## src/rtl/demux1_4_buf_pkg.sv

```systemverilog
// Shared constants and helpers for the 1:4 buffered stream demultiplexer.
package demux1_4_buf_pkg;

  localparam int NUM_CH = 4;
  localparam int SEL_W  = 2;

  typedef logic [SEL_W-1:0]  sel_t;
  typedef logic [NUM_CH-1:0] ch_vec_t;

  function automatic ch_vec_t sel_onehot(input sel_t s);
    ch_vec_t oh;
    oh    = '0;
    oh[s] = 1'b1;
    return oh;
  endfunction

endpackage

```

## src/rtl/demux1_4_buf_if.sv

```systemverilog
// Producer/consumer bus of the demux: one input stream, four output channels, counters.
interface demux1_4_buf_if #(
  parameter int DATA_W = 8,
  parameter int CNT_W  = 8
);
  import demux1_4_buf_pkg::*;

  logic [DATA_W-1:0]        a_in;
  logic [SEL_W-1:0]         sel_in;
  logic                     valid_in;
  logic                     ready_out;
  logic [NUM_CH*DATA_W-1:0] y_out;
  logic [NUM_CH-1:0]        valid_out;
  logic [NUM_CH-1:0]        ready_in;
  logic                     clr_cnt_in;
  logic [NUM_CH*CNT_W-1:0]  cnt_out;

  modport slave (
    input  a_in, sel_in, valid_in, ready_in, clr_cnt_in,
    output ready_out, y_out, valid_out, cnt_out
  );

  modport master (
    output a_in, sel_in, valid_in, ready_in, clr_cnt_in,
    input  ready_out, y_out, valid_out, cnt_out
  );

endinterface

```

## src/rtl/demux1_4_buf_slot.sv

```systemverilog
// One output channel: single-entry buffer, valid flag and saturating pop counter.
module demux1_4_buf_slot #(
  parameter int DATA_W = 8,
  parameter int CNT_W  = 8
) (
  input  logic              clock,
  input  logic              reset,
  input  logic              push_i,
  input  logic              pop_i,
  input  logic              clr_i,
  input  logic [DATA_W-1:0] data_i,
  output logic [DATA_W-1:0] data_o,
  output logic              valid_o,
  output logic              rdy_o,
  output logic [CNT_W-1:0]  cnt_o
);

  logic [DATA_W-1:0] data_q, data_d;
  logic              valid_q, valid_d;
  logic [CNT_W-1:0]  cnt_q, cnt_d;

  // Space is free if empty or the held beat leaves this cycle.
  assign rdy_o   = ~valid_q | pop_i;
  assign data_o  = data_q;
  assign valid_o = valid_q;
  assign cnt_o   = cnt_q;

  always_comb begin
    data_d  = data_q;
    valid_d = valid_q;
    cnt_d   = cnt_q;
    if (pop_i)  valid_d = 1'b0;
    if (push_i) begin
      valid_d = 1'b1;
      data_d  = data_i;
    end
    if (clr_i)                    cnt_d = '0;
    else if (pop_i && ~&cnt_q)    cnt_d = cnt_q + 1'b1;
  end

  always_ff @(posedge clock or posedge reset) begin
    if (reset) begin
      data_q  <= '0;
      valid_q <= 1'b0;
      cnt_q   <= '0;
    end else begin
      data_q  <= data_d;
      valid_q <= valid_d;
      cnt_q   <= cnt_d;
    end
  end

endmodule

```

## src/rtl/demux1_4_buf.sv

```systemverilog
// Registered 1:4 stream demux: routes each accepted beat to the channel picked by sel_in.
module demux1_4_buf
  import demux1_4_buf_pkg::*;
#(
  parameter int DATA_W = 8,
  parameter int CNT_W  = 8
) (
  input  logic           clock,
  input  logic           reset,
  demux1_4_buf_if.slave  bus
);

  logic [NUM_CH-1:0]             push_vec;
  logic [NUM_CH-1:0]             pop_vec;
  logic [NUM_CH-1:0]             rdy_vec;
  logic [NUM_CH-1:0]             valid_vec;
  logic [NUM_CH-1:0][DATA_W-1:0] data_vec;
  logic [NUM_CH-1:0][CNT_W-1:0]  cnt_vec;
  logic                          accept;

  // Held low during reset so no beat is taken while state is being cleared.
  assign bus.ready_out = ~reset & rdy_vec[bus.sel_in];
  assign accept        = bus.valid_in & bus.ready_out;
  assign push_vec      = {NUM_CH{accept}} & sel_onehot(bus.sel_in);
  assign pop_vec       = valid_vec & bus.ready_in;

  assign bus.valid_out = valid_vec;
  assign bus.y_out     = data_vec;
  assign bus.cnt_out   = cnt_vec;

  for (genvar i = 0; i < NUM_CH; i++) begin : g_slot
    demux1_4_buf_slot #(
      .DATA_W (DATA_W),
      .CNT_W  (CNT_W)
    ) u_slot (
      .clock   (clock),
      .reset   (reset),
      .push_i  (push_vec[i]),
      .pop_i   (pop_vec[i]),
      .clr_i   (bus.clr_cnt_in),
      .data_i  (bus.a_in),
      .data_o  (data_vec[i]),
      .valid_o (valid_vec[i]),
      .rdy_o   (rdy_vec[i]),
      .cnt_o   (cnt_vec[i])
    );
  end

endmodule

```

## src/flat_wrapper.sv

```systemverilog
// flat-port wrapper written by rule: the top's interface ports become plain ports
module demux1_4_buf_flat import demux1_4_buf_pkg::*;
#(
  parameter int DATA_W = 8,
  parameter int CNT_W  = 8
)
  (clock, reset, bus_a_in, bus_sel_in, bus_valid_in, bus_ready_in, bus_clr_cnt_in, bus_ready_out, bus_y_out, bus_valid_out, bus_cnt_out);
  demux1_4_buf_if #(.DATA_W(DATA_W), .CNT_W(CNT_W)) bus_i ();
  input  logic clock;
  input  logic reset;
  input wire logic [$bits(bus_i.a_in)-1:0] bus_a_in;
  input wire logic [$bits(bus_i.sel_in)-1:0] bus_sel_in;
  input wire logic [$bits(bus_i.valid_in)-1:0] bus_valid_in;
  input wire logic [$bits(bus_i.ready_in)-1:0] bus_ready_in;
  input wire logic [$bits(bus_i.clr_cnt_in)-1:0] bus_clr_cnt_in;
  output wire logic [$bits(bus_i.ready_out)-1:0] bus_ready_out;
  output wire logic [$bits(bus_i.y_out)-1:0] bus_y_out;
  output wire logic [$bits(bus_i.valid_out)-1:0] bus_valid_out;
  output wire logic [$bits(bus_i.cnt_out)-1:0] bus_cnt_out;
  assign bus_i.a_in = bus_a_in;
  assign bus_i.sel_in = bus_sel_in;
  assign bus_i.valid_in = bus_valid_in;
  assign bus_i.ready_in = bus_ready_in;
  assign bus_i.clr_cnt_in = bus_clr_cnt_in;
  assign bus_ready_out = bus_i.ready_out;
  assign bus_y_out = bus_i.y_out;
  assign bus_valid_out = bus_i.valid_out;
  assign bus_cnt_out = bus_i.cnt_out;
  demux1_4_buf #(.DATA_W(DATA_W), .CNT_W(CNT_W)) u_core (.clock(clock), .reset(reset), .bus(bus_i));
endmodule
```

## config.mk

```make
export PLATFORM = sky130hd
export DESIGN_NAME = demux1_4_buf_flat
export DESIGN_NICKNAME = d
export VERILOG_FILES = /design/src/rtl/demux1_4_buf_pkg.sv /design/src/rtl/demux1_4_buf_if.sv /design/src/rtl/demux1_4_buf_slot.sv /design/src/rtl/demux1_4_buf.sv /design/src/flat_wrapper.sv
export SDC_FILE = /design/constraint.sdc
export NUM_CORES = 1
export LEC_CHECK = 0
export ABC_AREA = 0
export BUFFER_PORTS_ARGS = -buffer_cell sky130_fd_sc_hd__buf_2
export CORE_MARGIN = 1.5
export CORE_UTILIZATION = 25
export CTS_BUF_LIST = sky130_fd_sc_hd__clkbuf_8
export DETAILED_ROUTE_END_ITERATION = 12
export PLACE_DENSITY = 0.48
export SYNTH_ARGS = -nofsm -noshare
export SYNTH_HDL_FRONTEND = slang
export SYNTH_SLANG_ARGS = --single-unit
```

## constraint.sdc

```tcl
create_clock -name clock -period 3 [get_ports clock]
set_clock_uncertainty 0.1 [all_clocks]
set_input_delay 0.3 -clock clock [delete_from_list [all_inputs] [get_ports clock]]
set_output_delay 0.3 -clock clock [all_outputs]
set_load 0.005 [all_outputs]
```

==> results_tabular.tex <==
\begin{tabular}{lr}
\hline
Metric & Value \\
\hline
\multicolumn{2}{l}{\textbf{Yosys}} \\
Most numerous cell types in the synthesized netlist & 68 x dfrtp\_1, 32 x mux2\_2, 24 x nor2\_1 \\
Count of cell types in the netlist & 45 \\
Proportion of synthesized flip-flops having asynchronous set or reset & 1.00 \\
Largest area contributor in the synthesized netlist & dfrtp\_1 \\
Top flip-flop cell by instance count after synthesis & dfrtp\_1 \\
Sequential-to-total area share from yosys stat & 0.543 \\
Number of warning messages in the yosys log & 0 \\
Synthesis-stage register bit count & 68 \\
Mapped Nets & 286 \\
Average cell area after synthesis & 11.9 µm² \\
Synthesized netlist cell count & 264 \\
Netlist area before placement & 3130 µm² \\
Top area cells in the synthesized netlist & dfrtp\_1 54\%, mux2\_2 12\%, nor2\_1 2.9\% \\
Share of the synthesized area in the top cell type & 0.543 \\
Most common cell in the synthesized netlist & dfrtp\_1 \\
Post-synth EDFFs & 0 \\
\multicolumn{2}{l}{\textbf{Global routing}} \\
GRT Total Usage & 0.119 \\
Largest net degree at the start of global routing & 69 \\
Overflow after GRT & 0 \\
Via count of the first global-routing pass & 2254 \\
Antenna violations before repair & 1 \\
First-pass GRT wire length & 11900 µm \\
\multicolumn{2}{l}{\textbf{Timing}} \\
Minimum clock period & 2.06 ns \\
Setup repair after global routing missed its margin & no \\
Relative max-transition margin & 0.404 \\
Final Hold Fails & 0 \\
Final Setup Violations & 0 \\
Setup TNS & 0 ns \\
Top achievable clock speed & 486 MHz \\
Final worst-path setup slack & 0.943 ns \\
Slew at the pin closest to its max-slew limit & 0.894 ns \\
Final critical-path share of the clock period & 0.686 \\
Slew Limit Fails & 0 \\
\multicolumn{2}{l}{\textbf{Layout}} \\
Fin nets & 373 \\
Share of final-layout standard cells stronger than drive strength 1 & 0.403 \\
Final design utilization & 0.325 \\
Cell Count, Final, Fillers Out & 523 \\
P\&R area growth vs syn & 25.6\% \\
Number of diodes & 0 \\
\multicolumn{2}{l}{\textbf{Clock tree}} \\
Clock tree sinks & 68 \\
Source-to-sink clock delay at the later pin of the worst-skew pair & 0.36 ns \\
Clk pin slew, worst setup/hold paths & 0.07 ns \\
Hold\_buf cts & 0 \\
Clock buffer count from CTS & 9 \\
Number of gates resized after CTS & 0 \\
Master cell of the clock root buffer & clkbuf\_8 \\
CTS tree & done \\
Buffer count from post-CTS setup fixing & 0 \\
Worst-case clock buffer depth & 2 \\
H-tree levels & 3 \\
\multicolumn{2}{l}{\textbf{Route}} \\
Average via count per standard cell & 4.50 \\
Number of remaining DRC errors & 0 \\
Number of nets with antenna violations after routing & 0 \\
Wire length per cell & 14.1 µm \\
Via count & 2353 \\
Post-detailed-routing wire length & 7380 µm \\
DRC marker count from the first detailed-route iteration & 123 \\
First-pass iteration count of the detailed router & 6 \\
\multicolumn{2}{l}{\textbf{Critical path}} \\
FF-to-FF Start & u\_core.g\_slot[0].u\_slot.cnt\_o[0]\$\_DFFE\_PP0P\_ \\
WS Path Type & register to output port \\
Cell depth of the worst flop-to-flop path & 5 \\
Worst R2R End & u\_core.g\_slot[0].u\_slot.cnt\_o[5]\$\_DFFE\_PP0P\_ \\
Worst EP required & 2.60 ns \\
Critical Path Sink Type & output port \\
Crit path arrival time & 1.66 ns \\
Crit Path Max Fanout & 5 \\
Setup crit start kind & register \\
Register-to-register setup slack & 1.13 ns \\
\multicolumn{2}{l}{\textbf{Pwr}} \\
Total power divided by cell area & 550 nW/µm² \\
Maximum vdd drop & 318 µV \\
Total chip power & 2.16 mW \\
Reported leakage power & 1.88 nW \\
\multicolumn{2}{l}{\textbf{Die}} \\
Effective utilization at floorplan & 0.259 \\
Die Outline Area & 13200 µm² \\
Die width & 115 µm \\
Core Region & 12100 µm² \\
FP Rows & 40 \\
Boundary Pins & 87 \\
Floorplan die height & 115 µm \\
\multicolumn{2}{l}{\textbf{Placed design}} \\
Placer's final routability congestion estimate & 0.753 \\
Placed wire-length estimate after detailed placement & 5240 µm \\
Worst slack at placement & 1.07 ns \\
Count of buffers from port buffering & 86 \\
Cell count after placement & 508 \\
\multicolumn{2}{l}{\textbf{Hold path}} \\
Startpoint of the lowest-slack hold path & bus\_a\_in[6] \\
Hold path cells & 2 \\
Tightest Hold Check Type & input port to register \\
Hold worst-path end & u\_core.g\_slot[0].u\_slot.data\_o[6]\$\_DFFE\_PP0P\_ \\
\multicolumn{2}{l}{\textbf{Flow run}} \\
MaxCap Viol Count & 0 \\
\multicolumn{2}{l}{\textbf{Outcome}} \\
Status & finished, final reports clean \\
\hline
\end{tabular}
## cell usage in the layout, fill, tap and decap left out, drive strengths merged, types with 3 or more instances in the layout
| master | count |
|---|---|
| a31oi | 4 |
| xor2 | 4 |
| a211oi | 5 |
| or4 | 3 |
| clkbuf | 12 |
| buf | 87 |
| and2 | 4 |
| and4 | 5 |
| and3 | 7 |
| mux2 | 32 |
| ha | 4 |
| nand2 | 12 |
| nand2b | 7 |
| xnor2 | 8 |
| dfrtp | 68 |
| nand3 | 9 |
| nand4 | 5 |
| a21oi | 10 |
| inv | 6 |
| mux2i | 6 |
| o21ai | 4 |
| nor2 | 24 |
## state kept, by name, summed over array words and instances, names as in the netlist
| signal | flops |
|---|---|
| u_core.g_slot.u_slot.cnt_o | 32 |
| u_core.g_slot.u_slot.data_o | 32 |
| u_core.g_slot.u_slot.valid_o | 4 |
## cell families after synthesis
| kind of cell | count (synthesis) | synth area share |
|---|---|---|
| AND/OR/NAND/NOR | 88 | 0.159 |
| flip-flops | 68 | 0.543 |
| multiplexers | 39 | 0.141 |
| AO/OA/AOI/OAI | 36 | 0.0815 |
| buffers and inverters | 17 | 0.0256 |
| XOR/XNOR | 12 | 0.0336 |
| adder cells (fa/ha/maj) | 4 | 0.0160 |
## how the worst max path moves through the flow
stage | cells past startpoint | to | start | slack [ns]
after detailed placement | 4 | u_core.g_slot[0].u_slot.data_o[4]$_DFFE_PP0P_ | reset | 1.07
after global placement | 4 | u_core.g_slot[0].u_slot.data_o[0]$_DFFE_PP0P_ | reset | 1.08
after CTS | 4 | bus_ready_out | u_core.g_slot[1].u_slot.valid_o$_DFFE_PP0P_ | 0.90
final | 4 | bus_ready_out | u_core.g_slot[1].u_slot.valid_o$_DFFE_PP0P_ | 0.94
after global routing | 4 | bus_ready_out | u_core.g_slot[1].u_slot.valid_o$_DFFE_PP0P_ | 0.86
after floorplan | 2 | bus_ready_out | reset | 0.58
## where the power goes
group          leakage, nW  switching, mW  internal, mW
logic                0.892          0.129         0.159
registers            0.885         0.0556          1.02
clock network        0.101          0.353         0.447
## worst max-delay path, stage by stage (launching register included)
cell and delay, ns:
dfrtp_1 0.42, nand2b_1 0.14, mux4_2 0.45, and2_1 0.16, buf_2 0.13
## through the flow
stage | area, µm² | hold slack (ns)
floorplan | 3130 | 0.350
finish | 3930 | 0.123
global placement | 3720 | 0.384
CTS | 3930 | 0.0948
detailed placement | 3720 | 0.388
global route | 3930 | 0.112
## routing by layer
layer,track usage,wire length [µm]
met2,0.173,3160
met1,0.150,3460
met5,0,0
met4,0.0593,149
met3,0.0501,604
## area by class of cell
class | instances | area [µm²]
fill | 1281 | 8180
sequential | 68 | 1700
multi-input combinational | 179 | 1350
timing repair buffer | 87 | 438
tap | 168 | 210
clock buffer | 12 | 165
clock inverter | 3 | 45.0
inverter | 6 | 22.5
No activity file was read; power rests on OpenSTA's default activity.
